===== config.mk =====
export PLATFORM = sky130hd
export DESIGN_NAME = mem_arbiter
export DESIGN_NICKNAME = d
export VERILOG_FILES = /design/src/rtl/mem_arbiter.sv
export SDC_FILE = /design/constraint.sdc
export NUM_CORES = 1
export LEC_CHECK = 0
export ABC_AREA = 0
export CAP_MARGIN = 20
export CORE_UTILIZATION = 41
export DETAILED_ROUTE_END_ITERATION = 16
export PLACE_DENSITY = 0.8
export SKIP_LAST_GASP = 1
export SLEW_MARGIN = 15
export SYNTH_ARGS = -nofsm -noshare
export SYNTH_HDL_FRONTEND = slang
export SYNTH_SLANG_ARGS = --single-unit

===== constraint.sdc =====
create_clock -name clk -period 6.74 [get_ports clk]
set_clock_uncertainty 0.1 [all_clocks]
set_input_delay 2.022 -clock clk [delete_from_list [all_inputs] [get_ports clk]]
set_output_delay 2.022 -clock clk [all_outputs]
set_load 0.005 [all_outputs]

===== src/rtl/mem_arbiter.sv =====
// Two-requester arbiter sharing one single-port RAM between fetch (F) and data (D).
// One transaction in flight; F and D alternate under contention, read data returned after RD_LATENCY.
module mem_arbiter #(
   parameter int ADDR_W     = 32,
   parameter int DATA_W     = 32,
   parameter int RD_LATENCY = 2
) (
   input  logic              clk,
   input  logic              reset,
   input  logic              f_req,
   input  logic [ADDR_W-1:0] f_addr,
   output logic              f_done,
   output logic [DATA_W-1:0] f_rdata,
   input  logic              d_req,
   input  logic              d_we,
   input  logic [ADDR_W-1:0] d_addr,
   input  logic [DATA_W-1:0] d_wdata,
   output logic              d_done,
   output logic [DATA_W-1:0] d_rdata,
   output logic [ADDR_W-1:0] ram_addr,
   output logic [DATA_W-1:0] ram_wdata,
   output logic              ram_wren,
   input  logic [DATA_W-1:0] ram_rdata,
   output logic              busy
);

   // state | meaning
   // IDLE  | arbitrate between f_req and d_req
   // WAIT  | RAM access in flight, cnt counts down to the sample edge
   // RESP  | owner's done pulse is high for this one cycle
   localparam logic [1:0] S_IDLE = 2'd0;
   localparam logic [1:0] S_WAIT = 2'd1;
   localparam logic [1:0] S_RESP = 2'd2;

   localparam logic       OWN_F  = 1'b0;
   localparam logic       OWN_D  = 1'b1;
   localparam logic [3:0] RD_CNT = 4'(RD_LATENCY);

   logic [1:0]        state_q, state_d;
   logic              owner_q, owner_d;
   logic              last_owner_q, last_owner_d;
   logic              wr_q, wr_d;
   logic [3:0]        cnt_q, cnt_d;
   logic [ADDR_W-1:0] ram_addr_q, ram_addr_d;
   logic [DATA_W-1:0] ram_wdata_q, ram_wdata_d;
   logic              ram_wren_q, ram_wren_d;
   logic              f_done_q, f_done_d;
   logic              d_done_q, d_done_d;
   logic [DATA_W-1:0] f_rdata_q, f_rdata_d;
   logic [DATA_W-1:0] d_rdata_q, d_rdata_d;
   logic              grant_d;

   always_comb begin
      state_d      = state_q;
      owner_d      = owner_q;
      last_owner_d = last_owner_q;
      wr_d         = wr_q;
      cnt_d        = cnt_q;
      ram_addr_d   = ram_addr_q;
      ram_wdata_d  = ram_wdata_q;
      ram_wren_d   = ram_wren_q;
      f_done_d     = f_done_q;
      d_done_d     = d_done_q;
      f_rdata_d    = f_rdata_q;
      d_rdata_d    = d_rdata_q;
      grant_d      = OWN_F;

      case (state_q)
         S_IDLE: begin
            if (f_req || d_req) begin
               // Under contention the side that did not own the last access wins.
               grant_d      = (f_req && d_req) ? ~last_owner_q : d_req;
               owner_d      = grant_d;
               last_owner_d = grant_d;
               wr_d         = grant_d & d_we;
               ram_addr_d   = (grant_d == OWN_D) ? d_addr : f_addr;
               ram_wdata_d  = (grant_d == OWN_D) ? d_wdata : '0;
               ram_wren_d   = grant_d & d_we;
               cnt_d        = (grant_d & d_we) ? 4'd1 : RD_CNT;
               state_d      = S_WAIT;
            end
         end
         S_WAIT: begin
            ram_wren_d = 1'b0;
            cnt_d      = cnt_q - 4'd1;
            if (cnt_q == 4'd1) begin
               state_d = S_RESP;
               if (owner_q == OWN_D) begin
                  d_done_d = 1'b1;
                  if (!wr_q) d_rdata_d = ram_rdata;
               end else begin
                  f_done_d  = 1'b1;
                  f_rdata_d = ram_rdata;
               end
            end
         end
         S_RESP: begin
            f_done_d = 1'b0;
            d_done_d = 1'b0;
            state_d  = S_IDLE;
         end
         default: state_d = S_IDLE;
      endcase
   end

   always_ff @(posedge clk or posedge reset) begin
      if (reset) begin
         state_q      <= S_IDLE;
         owner_q      <= OWN_F;
         last_owner_q <= OWN_F;
         wr_q         <= 1'b0;
         cnt_q        <= 4'd0;
         ram_addr_q   <= '0;
         ram_wdata_q  <= '0;
         ram_wren_q   <= 1'b0;
         f_done_q     <= 1'b0;
         d_done_q     <= 1'b0;
         f_rdata_q    <= '0;
         d_rdata_q    <= '0;
      end else begin
         state_q      <= state_d;
         owner_q      <= owner_d;
         last_owner_q <= last_owner_d;
         wr_q         <= wr_d;
         cnt_q        <= cnt_d;
         ram_addr_q   <= ram_addr_d;
         ram_wdata_q  <= ram_wdata_d;
         ram_wren_q   <= ram_wren_d;
         f_done_q     <= f_done_d;
         d_done_q     <= d_done_d;
         f_rdata_q    <= f_rdata_d;
         d_rdata_q    <= d_rdata_d;
      end
   end

   assign f_done    = f_done_q;
   assign d_done    = d_done_q;
   assign f_rdata   = f_rdata_q;
   assign d_rdata   = d_rdata_q;
   assign ram_addr  = ram_addr_q;
   assign ram_wdata = ram_wdata_q;
   assign ram_wren  = ram_wren_q;
   assign busy      = (state_q != S_IDLE);

endmodule

==> results.sh <==
export IMPL_ant_nets=0
export IMPL_reg2reg_from="state_q[0]$_DFFE_PP0P_"
export IMPL_dr_first_iter_drc_count=126
export IMPL_worst_slew_pin_slew_ns=0.969
export IMPL_drive_gt1_share_pct=26.6
export IMPL_fin_crit_ns=3.90
export IMPL_fin_tns_setup_ns=0
export IMPL_ys_warn_count=0
export IMPL_slew_limit_headroom_pct=35.2
export IMPL_grt_pass1_vias=4334
export IMPL_ys_seq_elements=139
export IMPL_io_pins=265
export IMPL_placed_cells=786
export IMPL_cp_slowest_cell="dfrtp_1"
export IMPL_first_pass_iters=4
export IMPL_hold_slack_ns=0.400
export IMPL_final_common_cell="clkdlybuf4s50_1"
export IMPL_clk_latency_ns=0.41
export IMPL_crit_path_cell_trace="nor2_1 > inv_1 > clkdlybuf4s50_1"
export IMPL_ir_worst_vdd_uv=213
export IMPL_ff_latch_area_mm2=0.00348
export IMPL_syn_num_nets=496
export IMPL_max_stage_delay_ns=0.49
export IMPL_cp_data_required_time_ns=4.62
export IMPL_finalSetupViolCount=0
export IMPL_start_util_pct=42.2
export IMPL_antennaDiodeCount=0
export IMPL_gp_congestion=0.823
export IMPL_grt_pass1_wl_mm=21.9
export IMPL_place_ws_ns=2.07
export IMPL_cts_max_level=4
export IMPL_stdcell_count=819
export IMPL_layout_common_cells="264 x clkdlybuf4s50_1, 139 x dfrtp_1, 128 x mux2_2, 33 x a22o_1, 17 x clkbuf_16"
export IMPL_ctsHoldBuffers=0
export IMPL_netlist_instances=361
export IMPL_leakage_nw=3.78
export IMPL_core_mm2=0.0133
export IMPL_fin_nets=765
export IMPL_max_freq_ghz=0.256
export IMPL_nFillCells=965
export IMPL_placed_area_mm2=0.00842
export IMPL_reg2reg_setup_slack_ns=4.46
export IMPL_viasPerCell=4.99
export IMPL_root_buffer="clkbuf_16"
export IMPL_syn_area_per_cell_um2=15.5
export IMPL_crit_path_start_kind="flip-flop"
export IMPL_port_buffers=264
export IMPL_row_count=42
export IMPL_cp_data_arrival_time_ns=1.78
export IMPL_grt_max_degree=86
export IMPL_vias=4088
export IMPL_cts_tree="built"
export IMPL_synth_cell_types=34
export IMPL_path_clk_slew_ns=0.05
export IMPL_min_period_over_period_pct=57.8
export IMPL_postLayoutCoreUtil_pct=68.2
export IMPL_wl_per_cell_um=16.9
export IMPL_yosysSeqAreaShare_pct=62.0
export IMPL_critPathMaxFanout=9
export IMPL_min_path_cells=1
export IMPL_die_h_um=119
export IMPL_rsz0062_at_grt="no"
export IMPL_grt_use_total_pct=20.1
export IMPL_drc=0
export IMPL_fp_dieW_um=119
export IMPL_cap_viol_max_count=0
export IMPL_worstHoldEndpoint="f_done$_DFFE_PP0P_"
export IMPL_synthesis_area_mm2=0.00561
export IMPL_die_area_mm2=0.0142
export IMPL_cp_num_buf_inv=2
export IMPL_path_class="reg -> out"
export IMPL_cts_sinks=139
export IMPL_report_power_total_mw=4.08
export IMPL_r2r_end="ram_addr[27]$_DFFE_PP0P_"
export IMPL_multi_input_area_mm2=0.00202
export IMPL_status="finished, final reports clean"
export IMPL_finalWorstSetupSlack_ns=2.84
export IMPL_postCtsSetupBuffers=0
export IMPL_hold_violations=0
export IMPL_hp_start="f_done$_DFFE_PP0P_"
export IMPL_cts_resized_gates=0
export IMPL_detailed_place_hpwl_mm=9.96
export IMPL_cp_end_kind="output port"
export IMPL_final_cell_area_mm2=0.00906
export IMPL_powerDensity_mw_per_mm2=450
export IMPL_max_clock_path_buffers=2
export IMPL_cts_made_buffers=17
export IMPL_overflow=0
export IMPL_antenna_found_initial=0
export IMPL_wl_mm=13.8
export IMPL_drv_slew=0
export IMPL_hold_class="reg -> reg"
export IMPL_cpLargestDelayFamily="buffers and inverters"
export IMPL_reg2regPathDepth=4
export IMPL_area_growth_pct=61.5
## synth_stat cells
cell type    n  area share, %
dfrtp_1    139             62
mux2_2     128             26
a22o_1      33            5.2
buf_2       10           0.89
inv_1        4           0.27
nor2_1       4           0.27
o21ai_0      4           0.36
buf_4        3           0.40
buf_6        3           0.60
clkbuf_1     3           0.20
nand2_1      3           0.20
ha_1         2           0.45
nand2b_1     2           0.22
nand4b_1     2           0.31
nor3_1       2           0.18
a21boi_2     1           0.20
a21o_1       1           0.13
a21oi_1      1          0.089
and2b_1      1           0.13
clkbuf_2     1          0.089
nand3b_1     1           0.13
nor2_2       1           0.11
nor3_4       1           0.29
nor3b_1      1           0.13
nor3b_2      1           0.22
o211ai_1     1           0.13
o21a_1       1           0.13
o21ai_1      1          0.089
o21bai_1     1           0.13
o22ai_1      1           0.11
o311a_1      1           0.18
or3b_4       1           0.20
xnor2_1      1           0.16
xor2_1       1           0.16
## per-layer routing
layer | wire (um) | vias up | global-route usage [%]
li1 | - | 1853 | -
met2 | 7060 | 167 | 34.4
met1 | 5430 | 2043 | 23.0
met4 | 332 | 0 | 8.54
met5 | 0 | - | 0
met3 | 982 | 25 | 6.37
## power by group
| part | switching, mW | internal (mW) | total (mW) |
|---|---|---|---|
| Combinational | 0.519 | 1.14 | 1.66 |
| Sequential | 0.242 | 1.25 | 1.49 |
| Clock | 0.341 | 0.596 | 0.937 |
| Total | 1.10 | 2.98 | 4.08 |
## worst reg2reg max path, delay by kind of cell, from the launching register on
kind          cells  cell delay (ns)
flops             1             0.49
mux               1             0.43
buf+inv           1             0.12
simple gates      2             1.02
## flip-flops by register name, indices dropped and copies added (netlist names)
signal,cells
d_rdata,32
f_rdata,32
ram_addr,32
ram_wdata,32
cnt_q,4
state_q,2
d_done,1
f_done,1
last_owner_q,1
ram_wren,1
wr_q,1
## worst max-delay path by stage
stage                                 startpoint                   endpoint  slack, ns  cells after the start
final                     state_q[0]$_DFFE_PP0P_                       busy       2.84                      3
after global routing      state_q[0]$_DFFE_PP0P_                       busy       2.74                      3
after CTS                                  d_req  ram_wdata[20]$_DFFE_PP0P_       2.46                      5
after detailed placement                   d_req  ram_wdata[20]$_DFFE_PP0P_       2.07                      5
after global placement                     d_req  ram_wdata[19]$_DFFE_PP0P_       1.81                      4
after floorplan                            reset       cnt_q[0]$_DFFE_PP0P_       0.89                      1
## cell type report
cell class                      count  area share [%]
Sequential cell                   139            38.4
Clock buffer                       24            5.54
Inverter                            4           0.221
Clock inverter                      8            1.19
Multi-Input combinational cell    198            22.3
Timing Repair Buffer              270            30.0
Tap cell                          176            2.43
## cell families (layout without fill, tap and decap cells)
kind of cell / count (synthesis) / count (layout) / share of synthesized area, %
mux: 128 / 128 / 25.7
xor+xnor: 2 / 2 / 0.312
fa+ha+maj: 2 / 2 / 0.446
simple gates: 20 / 20 / 2.41
flops: 139 / 139 / 62.0
buf+inv: 24 / 306 / 2.45
compound gates: 46 / 46 / 6.71
No activity file was read; power rests on OpenSTA's default activity.
